--- config.mk ---
export PLATFORM = sky130hd
export DESIGN_NAME = id_ex_stage_flat
export DESIGN_NICKNAME = d
export VERILOG_FILES = /design/src/rtl/id_ex_stage_pkg.sv /design/src/rtl/id_ex_stage_if.sv /design/src/rtl/id_ex_stage_forwarding_unit.sv /design/src/rtl/id_ex_stage.sv /design/src/flat_wrapper.sv
export SDC_FILE = /design/constraint.sdc
export NUM_CORES = 1
export LEC_CHECK = 0
export CAP_MARGIN = 30
export CORE_AREA = 3 3 299 301
export CTS_CLUSTER_SIZE = 10
export DETAILED_ROUTE_END_ITERATION = 16
export DIE_AREA = 0 0 302 304
export PLACE_DENSITY = 0.41
export SETUP_SLACK_MARGIN = 0.15
export SYNTH_ARGS = -nofsm -noshare
export SYNTH_HDL_FRONTEND = slang
export SYNTH_SLANG_ARGS = --single-unit
--- constraint.sdc ---
create_clock -name clk -period 2.9 [get_ports clk]
set_input_delay 0.58 -clock clk [delete_from_list [all_inputs] [get_ports clk]]
set_output_delay 0.58 -clock clk [all_outputs]
set_load 0.02 [all_outputs]
--- src/rtl/id_ex_stage_pkg.sv ---
// Shared widths, forward-select encoding and the ID/EX register record.
package id_ex_stage_pkg;

    localparam int XLEN       = 64;
    localparam int REG_ADDR_W = 5;

    // Operand source chosen by a forwarding unit
    typedef enum logic [1:0] {
        FWD_REG   = 2'b00,
        FWD_MEMWB = 2'b01,
        FWD_EXMEM = 2'b10,
        FWD_ZERO  = 2'b11
    } fwd_sel_e;

    // Everything the ID/EX register holds for one instruction
    typedef struct packed {
        logic                  valid;
        logic [XLEN-1:0]       pc;
        logic [XLEN-1:0]       imm;
        logic [REG_ADDR_W-1:0] rs1_addr;
        logic [REG_ADDR_W-1:0] rs2_addr;
        logic [XLEN-1:0]       rs1_data;
        logic [XLEN-1:0]       rs2_data;
        logic [REG_ADDR_W-1:0] rd;
        logic [2:0]            funct3;
        logic [6:0]            funct7;
        logic                  alu_src;
        logic                  reg_write;
        logic                  mem_read;
        logic                  mem_write;
        logic                  mem_to_reg;
        logic                  branch;
    } ex_fields_t;

endpackage

--- src/rtl/id_ex_stage_if.sv ---
// ID-side inputs, writeback forwarding ports and EX-side outputs of the ID/EX stage.
// The forward-select signals expose which source each operand is using.
interface id_ex_stage_if;
    import id_ex_stage_pkg::*;

    logic                  id_valid;
    logic [XLEN-1:0]       id_pc;
    logic [REG_ADDR_W-1:0] id_rs1_addr;
    logic [REG_ADDR_W-1:0] id_rs2_addr;
    logic [XLEN-1:0]       id_rs1_data;
    logic [XLEN-1:0]       id_rs2_data;
    logic [XLEN-1:0]       id_imm;
    logic [REG_ADDR_W-1:0] id_rd_addr;
    logic [2:0]            id_funct3;
    logic [6:0]            id_funct7;
    logic                  id_alu_src;
    logic                  id_reg_write;
    logic                  id_mem_read;
    logic                  id_mem_write;
    logic                  id_mem_to_reg;
    logic                  id_branch;
    logic                  stall_in;
    logic                  flush;
    logic                  exmem_reg_write;
    logic [REG_ADDR_W-1:0] exmem_rd;
    logic [XLEN-1:0]       exmem_result;
    logic                  memwb_reg_write;
    logic [REG_ADDR_W-1:0] memwb_rd;
    logic [XLEN-1:0]       memwb_result;

    logic                  id_stall;
    logic                  ex_valid;
    logic [XLEN-1:0]       ex_pc;
    logic [XLEN-1:0]       ex_imm;
    logic [XLEN-1:0]       ex_a;
    logic [XLEN-1:0]       ex_b;
    logic [XLEN-1:0]       ex_store_data;
    logic [2:0]            ex_funct3;
    logic [6:0]            ex_funct7;
    logic [REG_ADDR_W-1:0] ex_rd;
    logic                  ex_reg_write;
    logic                  ex_mem_read;
    logic                  ex_mem_write;
    logic                  ex_mem_to_reg;
    logic                  ex_branch;
    fwd_sel_e              ex_rs1_fwd_sel;
    fwd_sel_e              ex_rs2_fwd_sel;

    modport master (
        output id_valid, id_pc, id_rs1_addr, id_rs2_addr, id_rs1_data, id_rs2_data,
               id_imm, id_rd_addr, id_funct3, id_funct7, id_alu_src, id_reg_write,
               id_mem_read, id_mem_write, id_mem_to_reg, id_branch, stall_in, flush,
               exmem_reg_write, exmem_rd, exmem_result,
               memwb_reg_write, memwb_rd, memwb_result,
        input  id_stall, ex_valid, ex_pc, ex_imm, ex_a, ex_b, ex_store_data,
               ex_funct3, ex_funct7, ex_rd, ex_reg_write, ex_mem_read, ex_mem_write,
               ex_mem_to_reg, ex_branch, ex_rs1_fwd_sel, ex_rs2_fwd_sel
    );

    modport slave (
        input  id_valid, id_pc, id_rs1_addr, id_rs2_addr, id_rs1_data, id_rs2_data,
               id_imm, id_rd_addr, id_funct3, id_funct7, id_alu_src, id_reg_write,
               id_mem_read, id_mem_write, id_mem_to_reg, id_branch, stall_in, flush,
               exmem_reg_write, exmem_rd, exmem_result,
               memwb_reg_write, memwb_rd, memwb_result,
        output id_stall, ex_valid, ex_pc, ex_imm, ex_a, ex_b, ex_store_data,
               ex_funct3, ex_funct7, ex_rd, ex_reg_write, ex_mem_read, ex_mem_write,
               ex_mem_to_reg, ex_branch, ex_rs1_fwd_sel, ex_rs2_fwd_sel
    );

endinterface

--- src/rtl/id_ex_stage_forwarding_unit.sv ---
// Per-operand forwarding: picks x0, EX/MEM, MEM/WB or regfile data for one source index.
module forwarding_unit
    import id_ex_stage_pkg::*;
(
    input  logic [REG_ADDR_W-1:0] addr,
    input  logic [XLEN-1:0]       reg_data,
    input  logic                  exmem_reg_write,
    input  logic [REG_ADDR_W-1:0] exmem_rd,
    input  logic [XLEN-1:0]       exmem_result,
    input  logic                  memwb_reg_write,
    input  logic [REG_ADDR_W-1:0] memwb_rd,
    input  logic [XLEN-1:0]       memwb_result,
    output fwd_sel_e              sel,
    output logic [XLEN-1:0]       value
);

    // Source priority: x0, then the younger EX/MEM result, then MEM/WB, then regfile
    always_comb begin
        sel = FWD_REG;
        if (addr == '0)
            sel = FWD_ZERO;
        else if (exmem_reg_write && (exmem_rd == addr) && (exmem_rd != '0))
            sel = FWD_EXMEM;
        else if (memwb_reg_write && (memwb_rd == addr) && (memwb_rd != '0))
            sel = FWD_MEMWB;
    end

    // Operand value for the chosen source
    always_comb begin
        value = reg_data;
        case (sel)
            FWD_ZERO:  value = '0;
            FWD_EXMEM: value = exmem_result;
            FWD_MEMWB: value = memwb_result;
            default:   value = reg_data;
        endcase
    end

endmodule

--- src/rtl/id_ex_stage.sv ---
// ID/EX pipeline register with load-use stall detection and zero-cycle operand forwarding.
module id_ex_stage
    import id_ex_stage_pkg::*;
(
    input  logic         clk,
    input  logic         rst,
    id_ex_stage_if.slave bus
);

    ex_fields_t            ex_reg;
    ex_fields_t            ex_next;
    ex_fields_t            id_fields;
    logic                  load_use;

    logic [REG_ADDR_W-1:0] src_addr [2];
    logic [XLEN-1:0]       src_data [2];
    fwd_sel_e              src_sel  [2];
    logic [XLEN-1:0]       src_fwd  [2];

    // Load in EX whose destination is read by the instruction in ID
    assign load_use = bus.id_valid && ex_reg.valid && ex_reg.mem_read && (ex_reg.rd != '0) &&
                      ((ex_reg.rd == bus.id_rs1_addr) || (ex_reg.rd == bus.id_rs2_addr));

    assign bus.id_stall = load_use || bus.stall_in;

    assign id_fields = '{
        valid:      bus.id_valid,
        pc:         bus.id_pc,
        imm:        bus.id_imm,
        rs1_addr:   bus.id_rs1_addr,
        rs2_addr:   bus.id_rs2_addr,
        rs1_data:   bus.id_rs1_data,
        rs2_data:   bus.id_rs2_data,
        rd:         bus.id_rd_addr,
        funct3:     bus.id_funct3,
        funct7:     bus.id_funct7,
        alu_src:    bus.id_alu_src,
        reg_write:  bus.id_reg_write,
        mem_read:   bus.id_mem_read,
        mem_write:  bus.id_mem_write,
        mem_to_reg: bus.id_mem_to_reg,
        branch:     bus.id_branch
    };

    // Next register contents: flush beats stall, stall holds, load-use inserts a bubble
    always_comb begin
        ex_next = ex_reg;
        if (bus.flush)
            ex_next = '0;
        else if (bus.stall_in)
            ex_next = ex_reg;
        else if (load_use)
            ex_next = '0;
        else
            ex_next = id_fields;
    end

    // ID/EX register with synchronous reset
    always_ff @(posedge clk) begin
        if (rst)
            ex_reg <= '0;
        else
            ex_reg <= ex_next;
    end

    assign src_addr[0] = ex_reg.rs1_addr;
    assign src_addr[1] = ex_reg.rs2_addr;
    assign src_data[0] = ex_reg.rs1_data;
    assign src_data[1] = ex_reg.rs2_data;

    genvar gi;
    generate
        for (gi = 0; gi < 2; gi++) begin : g_fwd
            forwarding_unit u_fwd (
                .addr            (src_addr[gi]),
                .reg_data        (src_data[gi]),
                .exmem_reg_write (bus.exmem_reg_write),
                .exmem_rd        (bus.exmem_rd),
                .exmem_result    (bus.exmem_result),
                .memwb_reg_write (bus.memwb_reg_write),
                .memwb_rd        (bus.memwb_rd),
                .memwb_result    (bus.memwb_result),
                .sel             (src_sel[gi]),
                .value           (src_fwd[gi])
            );
        end
    endgenerate

    assign bus.ex_valid       = ex_reg.valid;
    assign bus.ex_pc          = ex_reg.pc;
    assign bus.ex_imm         = ex_reg.imm;
    assign bus.ex_a           = src_fwd[0];
    assign bus.ex_b           = ex_reg.alu_src ? ex_reg.imm : src_fwd[1];
    assign bus.ex_store_data  = src_fwd[1];
    assign bus.ex_funct3      = ex_reg.funct3;
    assign bus.ex_funct7      = ex_reg.funct7;
    assign bus.ex_rd          = ex_reg.rd;
    assign bus.ex_reg_write   = ex_reg.reg_write;
    assign bus.ex_mem_read    = ex_reg.mem_read;
    assign bus.ex_mem_write   = ex_reg.mem_write;
    assign bus.ex_mem_to_reg  = ex_reg.mem_to_reg;
    assign bus.ex_branch      = ex_reg.branch;
    assign bus.ex_rs1_fwd_sel = src_sel[0];
    assign bus.ex_rs2_fwd_sel = src_sel[1];

endmodule

--- src/flat_wrapper.sv ---
// flat-port wrapper written by rule: the top's interface ports become plain ports
module id_ex_stage_flat import id_ex_stage_pkg::*;
  (clk, rst, bus_id_valid, bus_id_pc, bus_id_rs1_addr, bus_id_rs2_addr, bus_id_rs1_data, bus_id_rs2_data, bus_id_imm, bus_id_rd_addr, bus_id_funct3, bus_id_funct7, bus_id_alu_src, bus_id_reg_write, bus_id_mem_read, bus_id_mem_write, bus_id_mem_to_reg, bus_id_branch, bus_stall_in, bus_flush, bus_exmem_reg_write, bus_exmem_rd, bus_exmem_result, bus_memwb_reg_write, bus_memwb_rd, bus_memwb_result, bus_id_stall, bus_ex_valid, bus_ex_pc, bus_ex_imm, bus_ex_a, bus_ex_b, bus_ex_store_data, bus_ex_funct3, bus_ex_funct7, bus_ex_rd, bus_ex_reg_write, bus_ex_mem_read, bus_ex_mem_write, bus_ex_mem_to_reg, bus_ex_branch, bus_ex_rs1_fwd_sel, bus_ex_rs2_fwd_sel);
  id_ex_stage_if bus_i ();
  input  logic clk;
  input  logic rst;
  input wire logic [$bits(bus_i.id_valid)-1:0] bus_id_valid;
  input wire logic [$bits(bus_i.id_pc)-1:0] bus_id_pc;
  input wire logic [$bits(bus_i.id_rs1_addr)-1:0] bus_id_rs1_addr;
  input wire logic [$bits(bus_i.id_rs2_addr)-1:0] bus_id_rs2_addr;
  input wire logic [$bits(bus_i.id_rs1_data)-1:0] bus_id_rs1_data;
  input wire logic [$bits(bus_i.id_rs2_data)-1:0] bus_id_rs2_data;
  input wire logic [$bits(bus_i.id_imm)-1:0] bus_id_imm;
  input wire logic [$bits(bus_i.id_rd_addr)-1:0] bus_id_rd_addr;
  input wire logic [$bits(bus_i.id_funct3)-1:0] bus_id_funct3;
  input wire logic [$bits(bus_i.id_funct7)-1:0] bus_id_funct7;
  input wire logic [$bits(bus_i.id_alu_src)-1:0] bus_id_alu_src;
  input wire logic [$bits(bus_i.id_reg_write)-1:0] bus_id_reg_write;
  input wire logic [$bits(bus_i.id_mem_read)-1:0] bus_id_mem_read;
  input wire logic [$bits(bus_i.id_mem_write)-1:0] bus_id_mem_write;
  input wire logic [$bits(bus_i.id_mem_to_reg)-1:0] bus_id_mem_to_reg;
  input wire logic [$bits(bus_i.id_branch)-1:0] bus_id_branch;
  input wire logic [$bits(bus_i.stall_in)-1:0] bus_stall_in;
  input wire logic [$bits(bus_i.flush)-1:0] bus_flush;
  input wire logic [$bits(bus_i.exmem_reg_write)-1:0] bus_exmem_reg_write;
  input wire logic [$bits(bus_i.exmem_rd)-1:0] bus_exmem_rd;
  input wire logic [$bits(bus_i.exmem_result)-1:0] bus_exmem_result;
  input wire logic [$bits(bus_i.memwb_reg_write)-1:0] bus_memwb_reg_write;
  input wire logic [$bits(bus_i.memwb_rd)-1:0] bus_memwb_rd;
  input wire logic [$bits(bus_i.memwb_result)-1:0] bus_memwb_result;
  output wire logic [$bits(bus_i.id_stall)-1:0] bus_id_stall;
  output wire logic [$bits(bus_i.ex_valid)-1:0] bus_ex_valid;
  output wire logic [$bits(bus_i.ex_pc)-1:0] bus_ex_pc;
  output wire logic [$bits(bus_i.ex_imm)-1:0] bus_ex_imm;
  output wire logic [$bits(bus_i.ex_a)-1:0] bus_ex_a;
  output wire logic [$bits(bus_i.ex_b)-1:0] bus_ex_b;
  output wire logic [$bits(bus_i.ex_store_data)-1:0] bus_ex_store_data;
  output wire logic [$bits(bus_i.ex_funct3)-1:0] bus_ex_funct3;
  output wire logic [$bits(bus_i.ex_funct7)-1:0] bus_ex_funct7;
  output wire logic [$bits(bus_i.ex_rd)-1:0] bus_ex_rd;
  output wire logic [$bits(bus_i.ex_reg_write)-1:0] bus_ex_reg_write;
  output wire logic [$bits(bus_i.ex_mem_read)-1:0] bus_ex_mem_read;
  output wire logic [$bits(bus_i.ex_mem_write)-1:0] bus_ex_mem_write;
  output wire logic [$bits(bus_i.ex_mem_to_reg)-1:0] bus_ex_mem_to_reg;
  output wire logic [$bits(bus_i.ex_branch)-1:0] bus_ex_branch;
  output wire logic [$bits(bus_i.ex_rs1_fwd_sel)-1:0] bus_ex_rs1_fwd_sel;
  output wire logic [$bits(bus_i.ex_rs2_fwd_sel)-1:0] bus_ex_rs2_fwd_sel;
  assign bus_i.id_valid = bus_id_valid;
  assign bus_i.id_pc = bus_id_pc;
  assign bus_i.id_rs1_addr = bus_id_rs1_addr;
  assign bus_i.id_rs2_addr = bus_id_rs2_addr;
  assign bus_i.id_rs1_data = bus_id_rs1_data;
  assign bus_i.id_rs2_data = bus_id_rs2_data;
  assign bus_i.id_imm = bus_id_imm;
  assign bus_i.id_rd_addr = bus_id_rd_addr;
  assign bus_i.id_funct3 = bus_id_funct3;
  assign bus_i.id_funct7 = bus_id_funct7;
  assign bus_i.id_alu_src = bus_id_alu_src;
  assign bus_i.id_reg_write = bus_id_reg_write;
  assign bus_i.id_mem_read = bus_id_mem_read;
  assign bus_i.id_mem_write = bus_id_mem_write;
  assign bus_i.id_mem_to_reg = bus_id_mem_to_reg;
  assign bus_i.id_branch = bus_id_branch;
  assign bus_i.stall_in = bus_stall_in;
  assign bus_i.flush = bus_flush;
  assign bus_i.exmem_reg_write = bus_exmem_reg_write;
  assign bus_i.exmem_rd = bus_exmem_rd;
  assign bus_i.exmem_result = bus_exmem_result;
  assign bus_i.memwb_reg_write = bus_memwb_reg_write;
  assign bus_i.memwb_rd = bus_memwb_rd;
  assign bus_i.memwb_result = bus_memwb_result;
  assign bus_id_stall = bus_i.id_stall;
  assign bus_ex_valid = bus_i.ex_valid;
  assign bus_ex_pc = bus_i.ex_pc;
  assign bus_ex_imm = bus_i.ex_imm;
  assign bus_ex_a = bus_i.ex_a;
  assign bus_ex_b = bus_i.ex_b;
  assign bus_ex_store_data = bus_i.ex_store_data;
  assign bus_ex_funct3 = bus_i.ex_funct3;
  assign bus_ex_funct7 = bus_i.ex_funct7;
  assign bus_ex_rd = bus_i.ex_rd;
  assign bus_ex_reg_write = bus_i.ex_reg_write;
  assign bus_ex_mem_read = bus_i.ex_mem_read;
  assign bus_ex_mem_write = bus_i.ex_mem_write;
  assign bus_ex_mem_to_reg = bus_i.ex_mem_to_reg;
  assign bus_ex_branch = bus_i.ex_branch;
  assign bus_ex_rs1_fwd_sel = bus_i.ex_rs1_fwd_sel;
  assign bus_ex_rs2_fwd_sel = bus_i.ex_rs2_fwd_sel;
  id_ex_stage u_core (.clk(clk), .rst(rst), .bus(bus_i));
endmodule
==> results.json, run 1 <==
{
  "peakVddDrop_mv": 0.3885,
  "slew_headroom_pct": 47.38,
  "cts_buffer_depth": 3,
  "dieArea_sq_um": 91810,
  "start_util_pct": 19.44,
  "synth_top_area_share_pct": 34.14,
  "grt_pass1_vias": 19480,
  "gp_congestion": 0.9065,
  "critPathLaunch": "bus_memwb_rd[1]",
  "numClockSinks": 288,
  "drc": 0,
  "setup_slack_ns": -0.6002,
  "holdPathStages": 3,
  "htreeDepth": 2,
  "maxCapViolations": 0,
  "required_ns": 2.32,
  "ios": 778,
  "core_region_area_sq_um": 86890,
  "worstMarginPinSlew_ns": 0.7892,
  "synth_top_area_cell": "dfxtp_1",
  "finalSetupViolations": 195,
  "syn-num-nets": 2596,
  "cts_root_buffer": "clkbuf_16",
  "drt-initial-drc-count": 1154,
  "start_kind": "primary input",
  "largest_reg_flops": 139,
  "ys_warn_count": 0,
  "grt_overflow": 0,
  "placed_cells": 3880,
  "path_max_fanout": 5,
  "clk_pin_slew_worst_paths_ns": 0.06,
  "port_buffers": 777,
  "dp_slack_ns": -1.306,
  "period_share_pct": 120.7,
  "violations": "negative setup slack",
  "min_period_ns": 3.500,
  "worstReg2RegEnd": "u_core.ex_reg[43]",
  "die_width_microns": 302,
  "r2r-start": "u_core.bus.ex_rd[0]",
  "final_antenna_net_count": 0,
  "area_growth_pct": 94.92,
  "cp.arrival_ns": 2.92,
  "endpoint": "bus_ex_store_data[26]",
  "final_cells": 4192,
  "layout.nets": 3419,
  "postCtsHoldBufs": 0,
  "r2r_cells": 9,
  "syn_area_sq_um": 16890,
  "layout-drive-gt1-share_pct": 32.28,
  "p_leak_nw": 11.38,
  "synth_cell_types": 28,
  "numCtsBuffers": 42,
  "tritoncts": "done",
  "power_mw": 12.57,
  "pwr_density_cell_nw_per_um2": 381.7,
  "viasPerCell": 4.650,
  "hpwl_microns": 72470,
  "grt_usage_pct": 21.26,
  "totalWireLength_microns": 103500,
  "avgRoutedWirePerCell_microns": 24.70,
  "drtPass1Iterations": 5,
  "max_freq_ghz": 0.2857,
  "grt_pass1_wl_microns": 143100,
  "status": "finished with violations",
  "final_max_slew_viol_count": 0,
  "syn_inst": 2164,
  "rsz0062_at_grt": "true",
  "hold_path.class": "in2reg",
  "vias": 19490,
  "seq_area_frac_synth_pct": 34.14,
  "synth_area_leaders": "dfxtp_1 34%, nand3b_1 13%, o21ai_0 12%",
  "synth_seq_cells": 288,
  "chipHeight_microns": 304,
  "hold_violations": 0,
  "setup-tns-final_ns": -86.34,
  "clock_skew_ns": 0.02199,
  "num_rows": 108,
  "antenna_found_initial": 27,
  "worstSetupEndpointType": "output port",
  "clk-insertion-delay-late_ns": 0.56,
  "critPathKind": "in2out",
  "grt_max_degree": 148,
  "syn_avg_cell_area_sq_um": 7.804,
  "r2r_slack_ns": 0.74
}
## cells in the final DEF, fill, tap and decap left out, drive strengths merged, types with 68 or more instances in the layout
cell | Yosys | routed
clkbuf | 205 | 68
nand3 | 294 | 294
buf | 166 | 575
clkdlybuf4s50 | 0 | 568
mux2i | 128 | 128
nand3b | 288 | 288
nand2 | 131 | 131
o21ai | 484 | 484
dfxtp | 288 | 288
## Yosys cell counts
cell type	n
o21ai_0	413
nand3_1	294
dfxtp_1	288
nand3b_1	288
clkbuf_1	205
buf_4	147
nand2_1	131
mux2i_1	128
o21ai_1	70
a22oi_1	64
nor2b_1	64
xnor2_1	18
xor2_1	12
buf_2	10
buf_6	8
nor3_1	5
nor2_1	3
nor4_1	3
or4_1	3
inv_1	2
a21oi_2	1
buf_1	1
nand2b_1	1
o2111ai_1	1
o21ai_2	1
o31ai_1	1
or2_1	1
or2_2	1
## kinds of logic (layout without fill, tap and decap cells)
family                    Yosys count  count (layout)  share of synthesized area [%]
DFF                               288             288                          34.14
and+or+nand+nor                   794             794                          27.37
xor gates and xnor gates           30              30                          1.556
other                               0              20                              0
AOI/OAI and AO/OA                 551             551                          17.36
muxes                             128             128                          7.587
buffers and inverters             373            1226                          11.99
## area by class of cell
| class | instances | area [sq um] |
|---|---|---|
| clock buffers | 64 | 1285 |
| clock inverters | 10 | 116.4 |
| repair buffers | 1150 | 12830 |
| multi-input cells | 1503 | 11390 |
| flip-flops and latches | 288 | 5796 |
| well taps | 1155 | 1445 |
| fillers | 8696 | 53970 |
| inverters | 2 | 7.507 |
| diodes | 20 | 50.05 |
## where the power goes
group | internal (mW) | switching (mW)
registers | 4.09 | 0.139
logic | 1.61 | 1.45
clock network | 3.22 | 2.06
## what timing repair did
action | 4_1_cts | 5_1_grt
gates cloned | 19 | 4
endpoints found under the setup margin | 197 | 197
resized for setup | 1424 | 228
pin swaps | 66 | 98
buffers inserted | 116 | 80
## critical path, cell delays in order
cell     delay [ns]
buf_6          0.09
or4_4          0.53
o21ai_4        0.17
buf_6          0.12
nor4_4         0.04
buf_12         0.16
buf_12         0.13
buf_6          0.11
buf_12         0.12
buf_16         0.13
buf_8          0.12
mux2i_4        0.19
buf_6          0.13
o21ai_2        0.14
buf_6          0.14
## stage by stage
step	utilization, %	area [sq um]	hold slack, ns
floorplan	-	17680	0.4452
global placement	30.58	26570	0.4583
detailed placement	30.58	26570	0.4709
CTS	35.94	31220	0.3966
global route	37.87	32910	0.4070
finish	37.89	32920	0.4262
## layer usage
layer / global-route usage [%] / routed length (microns) / vias to the layer above
li1: - / - / 9258
met1: 25.14 / 41850 / 9369
met2: 35.92 / 50710 / 693
met3: 5.736 / 7184 / 161
met4: 9.308 / 3734 / 10
met5: 0 / 69 / -
## worst min path at each step
stage | slack [ns] | start | endpoint
3_5_place_dp | 0.47 | u_core.bus.ex_pc[35] | u_core.bus.ex_pc[35]
5_1_grt | 0.41 | bus_stall_in | u_core.bus.ex_mem_to_reg
4_1_cts | 0.40 | bus_stall_in | u_core.bus.ex_mem_to_reg
3_3_place_gp | 0.46 | u_core.bus.ex_pc[23] | u_core.bus.ex_pc[23]
2_1_floorplan | 0.45 | u_core.bus.ex_pc[23] | u_core.bus.ex_pc[23]
6_report | 0.43 | bus_stall_in | u_core.bus.ex_mem_to_reg
Power figures use the tool's default switching activity.
==> run 2, diff against run 1 <==
- RECOVER_POWER: unset -> 50
==> run 2 against run 1 <==
Net effect: global-route usage did not move; sequential share of layout area barely moved; the flow still finishes with violations (negative setup slack); die area did not move; first-iteration DRC count rose by 4.6%; combinational power barely moved; cell count did not move; setup slack barely moved; sequential cell count did not move; final area fell by 0.15%.
==> results.json, run 2 (synthesized netlist as in run 1, its figures left out) <==
{
  "status": "finished with violations",
  "violations": "negative setup slack",
  "htreeDepth": 2,
  "hpwl_microns": 72470,
  "mostFrequentLayoutCell": "clkdlybuf4s50_1",
  "required_ns": 2.32,
  "cp_top_family": "buffers and inverters",
  "start_kind": "primary input",
  "tritoncts": "done",
  "crit_path_top_delay_cell": "or4_4",
  "totalWireLength_microns": 103500,
  "worstMarginPinSlew_ns": 1.225,
  "cts_root_buffer": "clkbuf_16",
  "largest_reg_flops": 139,
  "hold_path.class": "in2reg",
  "vias": 19400,
  "clk-insertion-delay-late_ns": 0.55,
  "postCtsHoldBufs": 0,
  "grt_overflow": 0,
  "grt_usage_pct": 21.26,
  "period_share_pct": 120.7,
  "wl_met2_microns": 50690,
  "drtPass1Iterations": 5,
  "setup_slack_ns": -0.5998,
  "start_util_pct": 19.44,
  "pwr_density_cell_nw_per_um2": 381.9,
  "slew_headroom_pct": 18.32,
  "path_cells": "buf_6, or4_4, o21ai_4, buf_6, nor4_4, buf_12, buf_12, buf_6, buf_12, buf_16, buf_8, mux2i_4, buf_6, o21ai_2, buf_6",
  "drc": 0,
  "critPathKind": "in2out",
  "final_area_sq_um": 32870,
  "final_max_slew_viol_count": 0,
  "path_max_fanout": 5,
  "numClockSinks": 288,
  "clk_pin_slew_worst_paths_ns": 0.06,
  "grt_max_degree": 148,
  "dieArea_sq_um": 91810,
  "nFillCells": 8705,
  "path_buf_inv": 10,
  "ios": 778,
  "core_region_area_sq_um": 86890,
  "peakVddDrop_mv": 0.3889,
  "clock_skew_ns": 0.01904,
  "die_width_microns": 302,
  "numCtsBuffers": 42,
  "layout-drive-gt1-share_pct": 32.15,
  "hold_violations": 0,
  "area_growth_pct": 94.63,
  "max_freq_ghz": 0.2857,
  "maxCapViolations": 0,
  "avgRoutedWirePerCell_microns": 24.68,
  "drt-initial-drc-count": 1207,
  "mostFrequentLayoutCells": "502 x clkdlybuf4s50_1, 291 x nand3_1, 288 x nand3b_1, 288 x o21ai_0, 275 x dfxtp_1",
  "gp_congestion": 0.9065,
  "finalSetupViolations": 210,
  "grt_pass1_wl_microns": 143100,
  "chipHeight_microns": 304,
  "viasPerCell": 4.627,
  "critPathMostFrequentCell": "buf_6",
  "worstSetupEndpointType": "output port",
  "setup-tns-final_ns": -86.62,
  "cts_buffer_depth": 3,
  "layout.nets": 3419,
  "port_buffers": 777,
  "antenna_found_initial": 27,
  "dr_wl_met3_microns": 7274,
  "rsz0062_at_grt": "true",
  "highest_layer": "met5",
  "placed_cell_area_sq_um": 26570,
  "grt_pass1_vias": 19480,
  "p_leak_nw": 11.57,
  "min_period_ns": 3.500,
  "wl_met1_microns": 41720,
  "num_rows": 108,
  "cp.arrival_ns": 2.92,
  "holdWs_ns": 0.4295,
  "final_antenna_net_count": 0,
  "critPathMaxStageDelay_ns": 0.53
}
==> run 2: layout make-up <==
cell class	instances	area [sq um]	share of cell area [%]
repair buffers	1150	12800	38.93
multi-input cells	1503	11380	34.61
flip-flops and latches	288	5792	17.62
well taps	1155	1445	4.397
clock buffers	64	1285	3.910
clock inverters	10	116.4	0.3540
diodes	20	50.05	0.1523
inverters	2	7.507	0.02284
==> run 2: tightest hold or removal path, cell delays in order <==
cell	delay, ns
buf_8	0.17
nand3_1	0.10
o21ai_0	0.07
==> run 2: layer usage <==
metal	up-vias	global-route usage (%)
met5	-	0
met4	10	9.308
met3	157	5.736
met2	689	35.92
met1	9274	25.14
li1	9265	-
==> run 2: timing repair <==
action                                  in CTS  in global routing
resized for setup                         1424                228
pin swaps                                   66                 98
endpoints found under the setup margin     197                197
gates cloned                                19                  4
buffers inserted                           116                 80
==> run 2: power breakdown <==
group	switching, mW	internal [mW]
sequential	0.136	4.09
combinational	1.45	1.60
clock	2.06	3.22
total	3.64	8.91
==> run 2: through the flow <==
stage | cells | total power, mW | worst slack, ns | utilization (%)
final | 4192 | 12.55 | -0.5998 | 37.83
after global routing | 4188 | 13.09 | -0.6555 | 37.82
after CTS | 4088 | 12.62 | -0.6576 | 35.94
after detailed placement | 3880 | 6.714 | -1.306 | 30.58
after global placement | 3880 | 6.701 | -1.264 | 30.58
after floorplan | 2164 | 5.325 | 0.07362 | -
==> run 2: worst paths after layout <==
| path | start | endpoint | slack, ns | cells after the start |
|---|---|---|---|---|
| max | bus_memwb_rd[1] | bus_ex_store_data[26] | -0.60 | 15 |
| min | bus_stall_in | u_core.bus.ex_mem_to_reg | 0.43 | 3 |
| max reg2reg | u_core.bus.ex_rd[0] | u_core.bus.ex_pc[12] | -0.04 | 8 |
| min reg2reg | u_core.bus.ex_pc[47] | u_core.bus.ex_pc[47] | 0.48 | 2 |
==> run 3, diff against run 2 <==
- CORE_AREA: 3 3 299 301 -> 2 2 307 309
- DIE_AREA: 0 0 302 304 -> 0 0 309 311
- PLACE_DENSITY: 0.41 -> 0.39
- RECOVER_POWER: 50 -> 25
==> run 3 against run 2 <==
Net effect: non-clock buffer count increased by 16; sequential share of layout area decreased by 0.069 points; die area increased by 4.7%; cell count increased by 2.7%; the run still ends with negative setup slack left; critical path type unchanged; via count increased by 2.0%; hold slack got worse by 0.019 ns; clock skew increased by 0.0010 ns; sequential cell count unchanged; combinational power increased by 7.5%; utilization decreased by 2.3 points; fmax increased by 4.3%.
==> results.json, run 3 (synthesized netlist as in run 1, its figures left out) <==
{
  "status": "finished with violations",
  "violations": "negative setup slack",
  "grt_pass1_wl_microns": 144100,
  "avgRoutedWirePerCell_microns": 25.16,
  "totalWireLength_microns": 108300,
  "clk_pin_slew_worst_paths_ns": 0.06,
  "hold_violations": 0,
  "grt_overflow": 0,
  "placed_cell_area_sq_um": 26860,
  "p_leak_nw": 11.50,
  "ios": 778,
  "crit_path_top_delay_cell": "or4_4",
  "port_buffers": 777,
  "grt_max_degree": 128,
  "finalSetupViolations": 196,
  "dp_slack_ns": -1.464,
  "worstSetupEndpointType": "output port",
  "mostFrequentLayoutCell": "clkdlybuf4s50_1",
  "worstMarginPinSlew_ns": 0.8251,
  "required_ns": 2.32,
  "dieArea_sq_um": 96100,
  "drc": 0,
  "final_max_slew_viol_count": 0,
  "maxCapViolations": 0,
  "slew_headroom_pct": 44.99,
  "cts_root_buffer": "clkbuf_16",
  "peakVddDrop_mv": 0.3592,
  "grt_usage_pct": 20.39,
  "max_freq_ghz": 0.2979,
  "numCtsBuffers": 41,
  "hpwl_microns": 74150,
  "layout.nets": 3434,
  "antenna_found_initial": 38,
  "setup-tns-final_ns": -62.94,
  "drtPass1Iterations": 5,
  "cts_buffer_depth": 3,
  "vias": 19780,
  "htreeDepth": 2,
  "numClockSinks": 288,
  "period_share_pct": 115.8,
  "critPathKind": "in2out",
  "clk-insertion-delay-late_ns": 0.58,
  "final_area_sq_um": 33000,
  "viasPerCell": 4.595,
  "gp_congestion": 0.9161,
  "pwr_density_cell_nw_per_um2": 390.5,
  "hold_path.class": "in2reg",
  "mostFrequentLayoutCells": "563 x clkdlybuf4s50_1, 290 x nand3_1, 289 x o21ai_0",
  "chipHeight_microns": 311,
  "num_rows": 112,
  "start_kind": "primary input",
  "path_max_fanout": 5,
  "setup_slack_ns": -0.4571,
  "holdWs_ns": 0.4105,
  "start_util_pct": 18.20,
  "path_cells": "buf_6, or4_4, o21ai_4, buf_6, o31ai_4, or2_4, buf_12, buf_16, buf_12, buf_8, o21ai_4, buf_6",
  "critPathMostFrequentCell": "buf_6",
  "rsz0062_at_grt": "true",
  "layout-drive-gt1-share_pct": 31.93,
  "die_width_microns": 309,
  "grt_pass1_vias": 19600,
  "cp.arrival_ns": 2.78,
  "core_region_area_sq_um": 92770,
  "drt-initial-drc-count": 1129,
  "area_growth_pct": 95.44,
  "tritoncts": "done",
  "clock_skew_ns": 0.02007,
  "critPathMaxStageDelay_ns": 0.54,
  "largest_reg_flops": 139,
  "final_antenna_net_count": 0,
  "utilization_pct": 35.58,
  "min_period_ns": 3.357,
  "r2r_slack_ns": 0.26
}
-- run 3: timing repair --
action	CTS	global route
gates resized for setup	815	643
cloned	11	20
buffers inserted	67	116
hold buffers	0	0
endpoints found under the setup margin	197	197
pin swaps	45	50
-- run 3: path summary, 6_finish.rpt --
path                         from  cells past startpoint                   end
max reg2reg   u_core.bus.ex_rd[0]                      9   u_core.bus.ex_pc[8]
min                  bus_stall_in                      3  u_core.bus.ex_pc[53]
min reg2reg  u_core.bus.ex_pc[23]                      2  u_core.bus.ex_pc[23]
max               bus_exmem_rd[3]                     12          bus_ex_b[25]
-- run 3: area by class of cell --
| type | instances | area [sq um] |
|---|---|---|
| fill | 9598 | 59760 |
| timing repair buffer | 1166 | 12740 |
| multi-input combinational | 1503 | 11430 |
| sequential | 288 | 5793 |
| tap | 1254 | 1569 |
| clock buffer | 63 | 1259 |
| clock inverter | 10 | 155.1 |
| antenna | 20 | 50.05 |
| inverter | 2 | 10.01 |
-- run 3: per-stage QoR --
step	cells	total power, mW
2_1_floorplan	2164	5.325
3_3_place_gp	3998	6.767
3_5_place_dp	3999	6.778
4_1_cts	4150	12.63
5_1_grt	4303	13.38
6_report	4306	12.89
-- run 3: metal layers --
metal  share of wire, %  vias to the layer above  global-route usage (%)
met5               0.16                        -                       0
met1                 41                     9577                   24.15
met2                 48                      718                   34.78
met3                7.5                      184                   6.103
met4                3.3                       26                   6.862
li1                   -                     9279                       -
-- run 3: worst max-delay path, delay by kind of cell --
family / cells / cell delay [ns]
buffers and inverters: 7 / 0.90
and+or+nand+nor: 2 / 0.82
AOI/OAI and AO/OA: 3 / 0.46
-- run 3: power breakdown --
part	total (mW)	internal [mW]	switching, mW
logic	3.28	1.74	1.53
registers	4.23	4.09	0.137
clock network	5.38	3.25	2.13
